`src/rtl/pc_branch_unit.sv`:
```
// Program counter with fetch increment, bus load and a three-cycle conditional relative branch.
// Define PC_BRANCH_STATS_EN to add saturating taken/not-taken branch counters.
module pc_branch_unit #(
  parameter int               WIDTH    = 32,
  parameter int               OFFSET_W = 19,
  parameter logic [WIDTH-1:0] RESET_PC = '0
) (
  input  logic                clk,
  input  logic                clear,
  input  logic [WIDTH-1:0]    BusMuxOut,
  input  logic                PCin,
  input  logic                IncPC,
  input  logic                br_start,
  input  logic [OFFSET_W-1:0] IR_C,
  input  logic                CON,
  output logic [WIDTH-1:0]    PC,
  output logic                busy,
  output logic                br_done,
  output logic                br_taken
`ifdef PC_BRANCH_STATS_EN
  ,
  output logic [15:0]         taken_cnt,
  output logic [15:0]         nottaken_cnt
`endif
);

  typedef enum logic [1:0] {IDLE, EVAL, COMMIT} state_t;

  state_t           state, state_nxt;
  logic [WIDTH-1:0] off_q, off_ext, pc_nxt;
  logic             con_q, start_ok, commit_taken;

  assign off_ext      = {{(WIDTH-OFFSET_W){IR_C[OFFSET_W-1]}}, IR_C};
  assign busy         = (state != IDLE);
  assign start_ok     = (state == IDLE) && br_start && !PCin;
  // A bus load in COMMIT aborts the branch, so no completion is reported.
  assign br_done      = (state == COMMIT) && !PCin;
  assign commit_taken = br_done && con_q;

  always_comb begin
    state_nxt = state;
    case (state)
      IDLE:    if (start_ok) state_nxt = EVAL;
      EVAL:    state_nxt = COMMIT;
      COMMIT:  state_nxt = IDLE;
      default: state_nxt = IDLE;
    endcase
    if (PCin) state_nxt = IDLE;
  end

  always_comb begin
    pc_nxt = PC;
    if (PCin)               pc_nxt = BusMuxOut;
    else if (commit_taken)  pc_nxt = PC + off_q;
    else if (IncPC && !busy) pc_nxt = PC + 1'b1;
  end

  always_ff @(posedge clk or posedge clear) begin
    if (clear) begin
      state    <= IDLE;
      PC       <= RESET_PC;
      off_q    <= '0;
      con_q    <= 1'b0;
      br_taken <= 1'b0;
    end else begin
      state <= state_nxt;
      PC    <= pc_nxt;
      if (start_ok)        off_q    <= off_ext;
      if (state == EVAL)   con_q    <= CON;
      if (br_done)         br_taken <= con_q;
    end
  end

`ifdef PC_BRANCH_STATS_EN
  always_ff @(posedge clk or posedge clear) begin
    if (clear) begin
      taken_cnt    <= '0;
      nottaken_cnt <= '0;
    end else if (br_done) begin
      if (con_q) begin
        if (taken_cnt != 16'hFFFF) taken_cnt <= taken_cnt + 16'd1;
      end else begin
        if (nottaken_cnt != 16'hFFFF) nottaken_cnt <= nottaken_cnt + 16'd1;
      end
    end
  end
`endif

endmodule

```
`config.mk`:
```
export PLATFORM = sky130hd
export DESIGN_NAME = pc_branch_unit
export DESIGN_NICKNAME = d
export VERILOG_FILES = /design/src/rtl/pc_branch_unit.sv
export SDC_FILE = /design/constraint.sdc
export NUM_CORES = 1
export LEC_CHECK = 0
export CORE_MARGIN = 2
export CORE_UTILIZATION = 55
export DETAILED_ROUTE_END_ITERATION = 10
export GPL_ROUTABILITY_DRIVEN = 0
export PLACE_DENSITY = 0.93
export REMOVE_ABC_BUFFERS = 1
export SLEW_MARGIN = 20
export SYNTH_ARGS = -nofsm -noshare
export SYNTH_HDL_FRONTEND = slang
export SYNTH_SLANG_ARGS = --single-unit
```
`constraint.sdc`:
```
create_clock -name clk -period 6.3 [get_ports clk]
set_input_delay 0.945 -clock clk [delete_from_list [all_inputs] [get_ports clk]]
set_output_delay 0.945 -clock clk [all_outputs]
set_load 0.1 [all_outputs]
```
==> results.tsv <==
stage	metric	value	unit
sta	tcrit_tclk_final	74.00	%
logic_synthesis	synth.area.top_cells	sky130_fd_sc_hd__dfrtp_1 35%, sky130_fd_sc_hd__mux2_2 8.5%, sky130_fd_sc_hd__ha_1 5.7%	
critical_path	worst-path-buf-inv	2	
critical_path	crit_arrival	4.90	ns
job	cap_viol_max_count	0	
critical_path	path_delay_family	compound AO/OA/AOI/OAI gates	
logic_synthesis	edff_count_synth	0	
floorplan	core_area	0.006869	mm2
floorplan	rows	30	
clocking	htreeDepth	2	
logic_synthesis	synth.distinct_cells	58	
logic_synthesis	asyncSetResetFlopFracSynth	100.0	%
global_route	grt-ovfl-total	0	
sta	grt_setup_unrepaired	false	
critical_path	timing.critical_path.cells	clkdlybuf4s50_1 -> and4bb_1 -> buf_4 -> nand2b_1 -> ha_1 -> fa_1 -> a21oi_1 -> and4bb_1 -> o31a_1 -> a311o_2 -> nor2_8 -> mux2_2 -> or3_1 -> a31oi_1	
logic_synthesis	yosysWarningCount	0	
pwr	ir_drop	139.5	uV
logic_synthesis	synth.top_cell.area_share	34.80	%
critical_path	worstReg2RegStart	state[0]	
logic_synthesis	synth.yosys.seq_area_share	34.80	%
clocking	cts_tree	built	
routing	route.detailed.vias_per_inst	6.063	
routing	drt_wl_total	9898	um
clocking	cts_setup_buffers	0	
sta	report.final.slew_viol_count	0	
clocking	cts.root.buffer_cell	sky130_fd_sc_hd__clkbuf_8	
critical_path	timing.critical_path.from	PCin	
clocking	clock_tree.buffer_depth	2	
floorplan	initial_standard_cell_utilization_of_the_core	57.58	%
clocking	number_of_clock_buffers_inserted_by_tritoncts	5	
logic_synthesis	top_reg_cell_synth	sky130_fd_sc_hd__dfrtp_1	
logic_synthesis	synthMostInstantiatedCell	sky130_fd_sc_hd__dfrtp_1	
critical_path	cp-start-kind	primary input	
critical_path	number_of_cell_instances_on_the_worst_register_to_register_path	13	
sta	timing.max_slew.rel_slack	33.35	%
clocking	clkSinkCount	55	
global_route	first_pass_grt_wire_length	16130	um
hold_path	hold_path_depth	1	
logic_synthesis	netlist_area	0.003955	mm2
sta	worst_clock_skew	0.009979	ns
finish	layout_overhead_on_the_synthesized_area	26.10	%
routing	final_antenna_net_count	0	
critical_path	endpoint_class_of_the_critical_path	flop	
sta	setup_viol	0	
pwr	power_density	225.8	mW/mm2
critical_path	timing.critical_path.slowest_stage_cell	sky130_fd_sc_hd__a311o_2	
sta	final.min_clock_period	4.662	ns
hold_path	holdCritStartpoint	off_q[0]	
pwr	cellLeakagePower	2.056	nW
sta	finalHoldViolations	0	
logic_synthesis	post_synth_inst_count	433	
sta	worst_pin_slew	0.9998	ns
critical_path	path_class	primary input to flop	
clocking	clk-insertion-delay-late	0.31	ns
floorplan	die_x	88.80	um
critical_path	cell_count_along_the_critical_path	14	
finish	finalCoreUtilization	72.60	%
sta	tns	0	ns
global_route	grt_pass1_vias	3501	
logic_synthesis	synth.ff_latch_count	55	
logic_synthesis	synth.largest_area_cell	sky130_fd_sc_hd__dfrtp_1	
floorplan	die_area	0.007885	mm2
clocking	cts_repair_resize_count	0	
floorplan	pin_count	92	
placement	dp_hpwl	7204	um
routing	drt-initial-drc-count	368	
finish	antenna_cells	0	
critical_path	worstPathRequired	6.54	ns
sta	fmaxAchievable	214.5	MHz
routing	dr_total_vias	3662	
hold_path	hp-class	flop to flop	
critical_path	cp_max_fo	27	
run_status	result_of_the_run	finished, final reports clean	
global_route	antenna_found_initial	0	
clocking	clkSlewWorstSetupHoldPaths	0.10	ns
global_route	track_usage	25.50	%
global_route	grt_max_degree	56	
clocking	cts_hold_buffers	0	
logic_synthesis	post_synthesis_average_cell_area	9.134	um2
finish	nNetsFinal	583	
floorplan	dieHeight	88.80	um
routing	detail_route.drc_violations	0	
routing	routed_wire_per_std_cell	16.39	um
routing	detail_route.first_pass.iterations	5	
critical_path	most_frequent_cell_on_the_critical_path	sky130_fd_sc_hd__and4bb_1	
placement	port_buffers	91	
critical_path	cpPeakStageDelay	0.44	ns
finish	drive_gt1_share	9.843	%
logic_synthesis	synth_commonest_cells	55 x sky130_fd_sc_hd__dfrtp_1, 35 x sky130_fd_sc_hd__nor2_1, 30 x sky130_fd_sc_hd__mux2_2	
-- per-stage QoR --
stage	hold WS (ns)	setup slack [ns]	power (mW)	cell area, um2	cells
CTS	0.5134	1.665	1.130	4987	604
finish	0.5099	1.638	1.126	4987	604
global route	0.5309	1.447	1.178	4987	604
floorplan	0.4716	1.978	0.7905	3835	405
detailed placement	0.4892	1.356	0.9343	4902	596
global placement	0.4830	1.527	0.9212	4900	596
-- final cells by class --
cell class	instances	area [um2]
timing repair buffer	95	940.9
sequential	55	1376
inverter	6	25.02
multi-input combinational	344	2440
fill	530	1882
clock inverter	2	12.51
tap	96	120.1
clock buffer	6	72.57
-- final timing paths --
| check | slack (ns) | endpoint |
|---|---|---|
| min in group asynchronous | 1.09 | PC[19] |
| worst max register to register | 2.29 | PC[22] |
| worst min-delay path | 0.51 | off_q[0] |
| worst max-delay path | 1.64 | PC[22] |
| max in group asynchronous | 4.77 | PC[29] |
| worst min register to register | 0.51 | off_q[0] |
-- cells by family (layout without fill, tap and decap cells) --
logic type	after synthesis	count (layout)	synth area share, %
mux	41	41	11.36
xor+xnor	24	24	5.315
fa+ha+maj	19	19	6.201
flops	55	55	34.80
simple gates	151	151	20.37
compound gates	109	109	18.35
buf+inv	34	109	3.606
-- registers in the layout, summed over array words and instances (netlist names) --
| register | cells |
|---|---|
| off_q | 19 |
| PC | 32 |
| state | 2 |
| con_q | 1 |
| br_taken | 1 |
-- routing by layer --
layer | vias up | routed length, um | track usage (%)
met4 | 0 | 133 | 6.887
met1 | 1736 | 4081 | 32.37
met2 | 177 | 5011 | 45.32
met5 | - | 0 | 0
li1 | 1732 | - | -
met3 | 17 | 670 | 3.638
-- layout by cell type (no fill, tap or decap), types with 7 or more instances in the layout --
| cell | netlist | final |
|---|---|---|
| sky130_fd_sc_hd__a21o_1 | 9 | 9 |
| sky130_fd_sc_hd__a21oi_1 | 25 | 24 |
| sky130_fd_sc_hd__a31oi_1 | 9 | 9 |
| sky130_fd_sc_hd__and2_1 | 21 | 21 |
| sky130_fd_sc_hd__and3_1 | 7 | 7 |
| sky130_fd_sc_hd__clkdlybuf4s50_1 | 0 | 91 |
| sky130_fd_sc_hd__dfrtp_1 | 55 | 55 |
| sky130_fd_sc_hd__ha_1 | 18 | 18 |
| sky130_fd_sc_hd__mux2_2 | 30 | 30 |
| sky130_fd_sc_hd__mux2i_1 | 10 | 10 |
| sky130_fd_sc_hd__nand2_1 | 27 | 27 |
| sky130_fd_sc_hd__nand3_1 | 13 | 13 |
| sky130_fd_sc_hd__nor2_1 | 35 | 35 |
| sky130_fd_sc_hd__nor3_1 | 9 | 9 |
| sky130_fd_sc_hd__o21a_1 | 7 | 7 |
| sky130_fd_sc_hd__o21ai_0 | 24 | 24 |
| sky130_fd_sc_hd__or3_1 | 11 | 11 |
| sky130_fd_sc_hd__xnor2_1 | 15 | 15 |
| sky130_fd_sc_hd__xor2_1 | 9 | 9 |
-- report_power, final --
part | switching, mW | internal, mW
registers | 0.0504 | 0.404
clock network | 0.119 | 0.0781
logic | 0.314 | 0.160
total | 0.484 | 0.643
-- worst register-to-register path: stages (launching register included) --
cell,delay [ns]
sky130_fd_sc_hd__dfrtp_1,0.42
sky130_fd_sc_hd__and4bb_1,0.27
sky130_fd_sc_hd__buf_4,0.28
sky130_fd_sc_hd__nand2b_1,0.10
sky130_fd_sc_hd__ha_1,0.23
sky130_fd_sc_hd__fa_1,0.41
sky130_fd_sc_hd__a21oi_1,0.25
sky130_fd_sc_hd__and4bb_1,0.23
sky130_fd_sc_hd__o31a_1,0.30
sky130_fd_sc_hd__a311o_2,0.44
sky130_fd_sc_hd__nor2_8,0.16
sky130_fd_sc_hd__mux2_2,0.36
sky130_fd_sc_hd__or3_1,0.31
sky130_fd_sc_hd__a31oi_1,0.18
(Power assumes the default switching activity.)
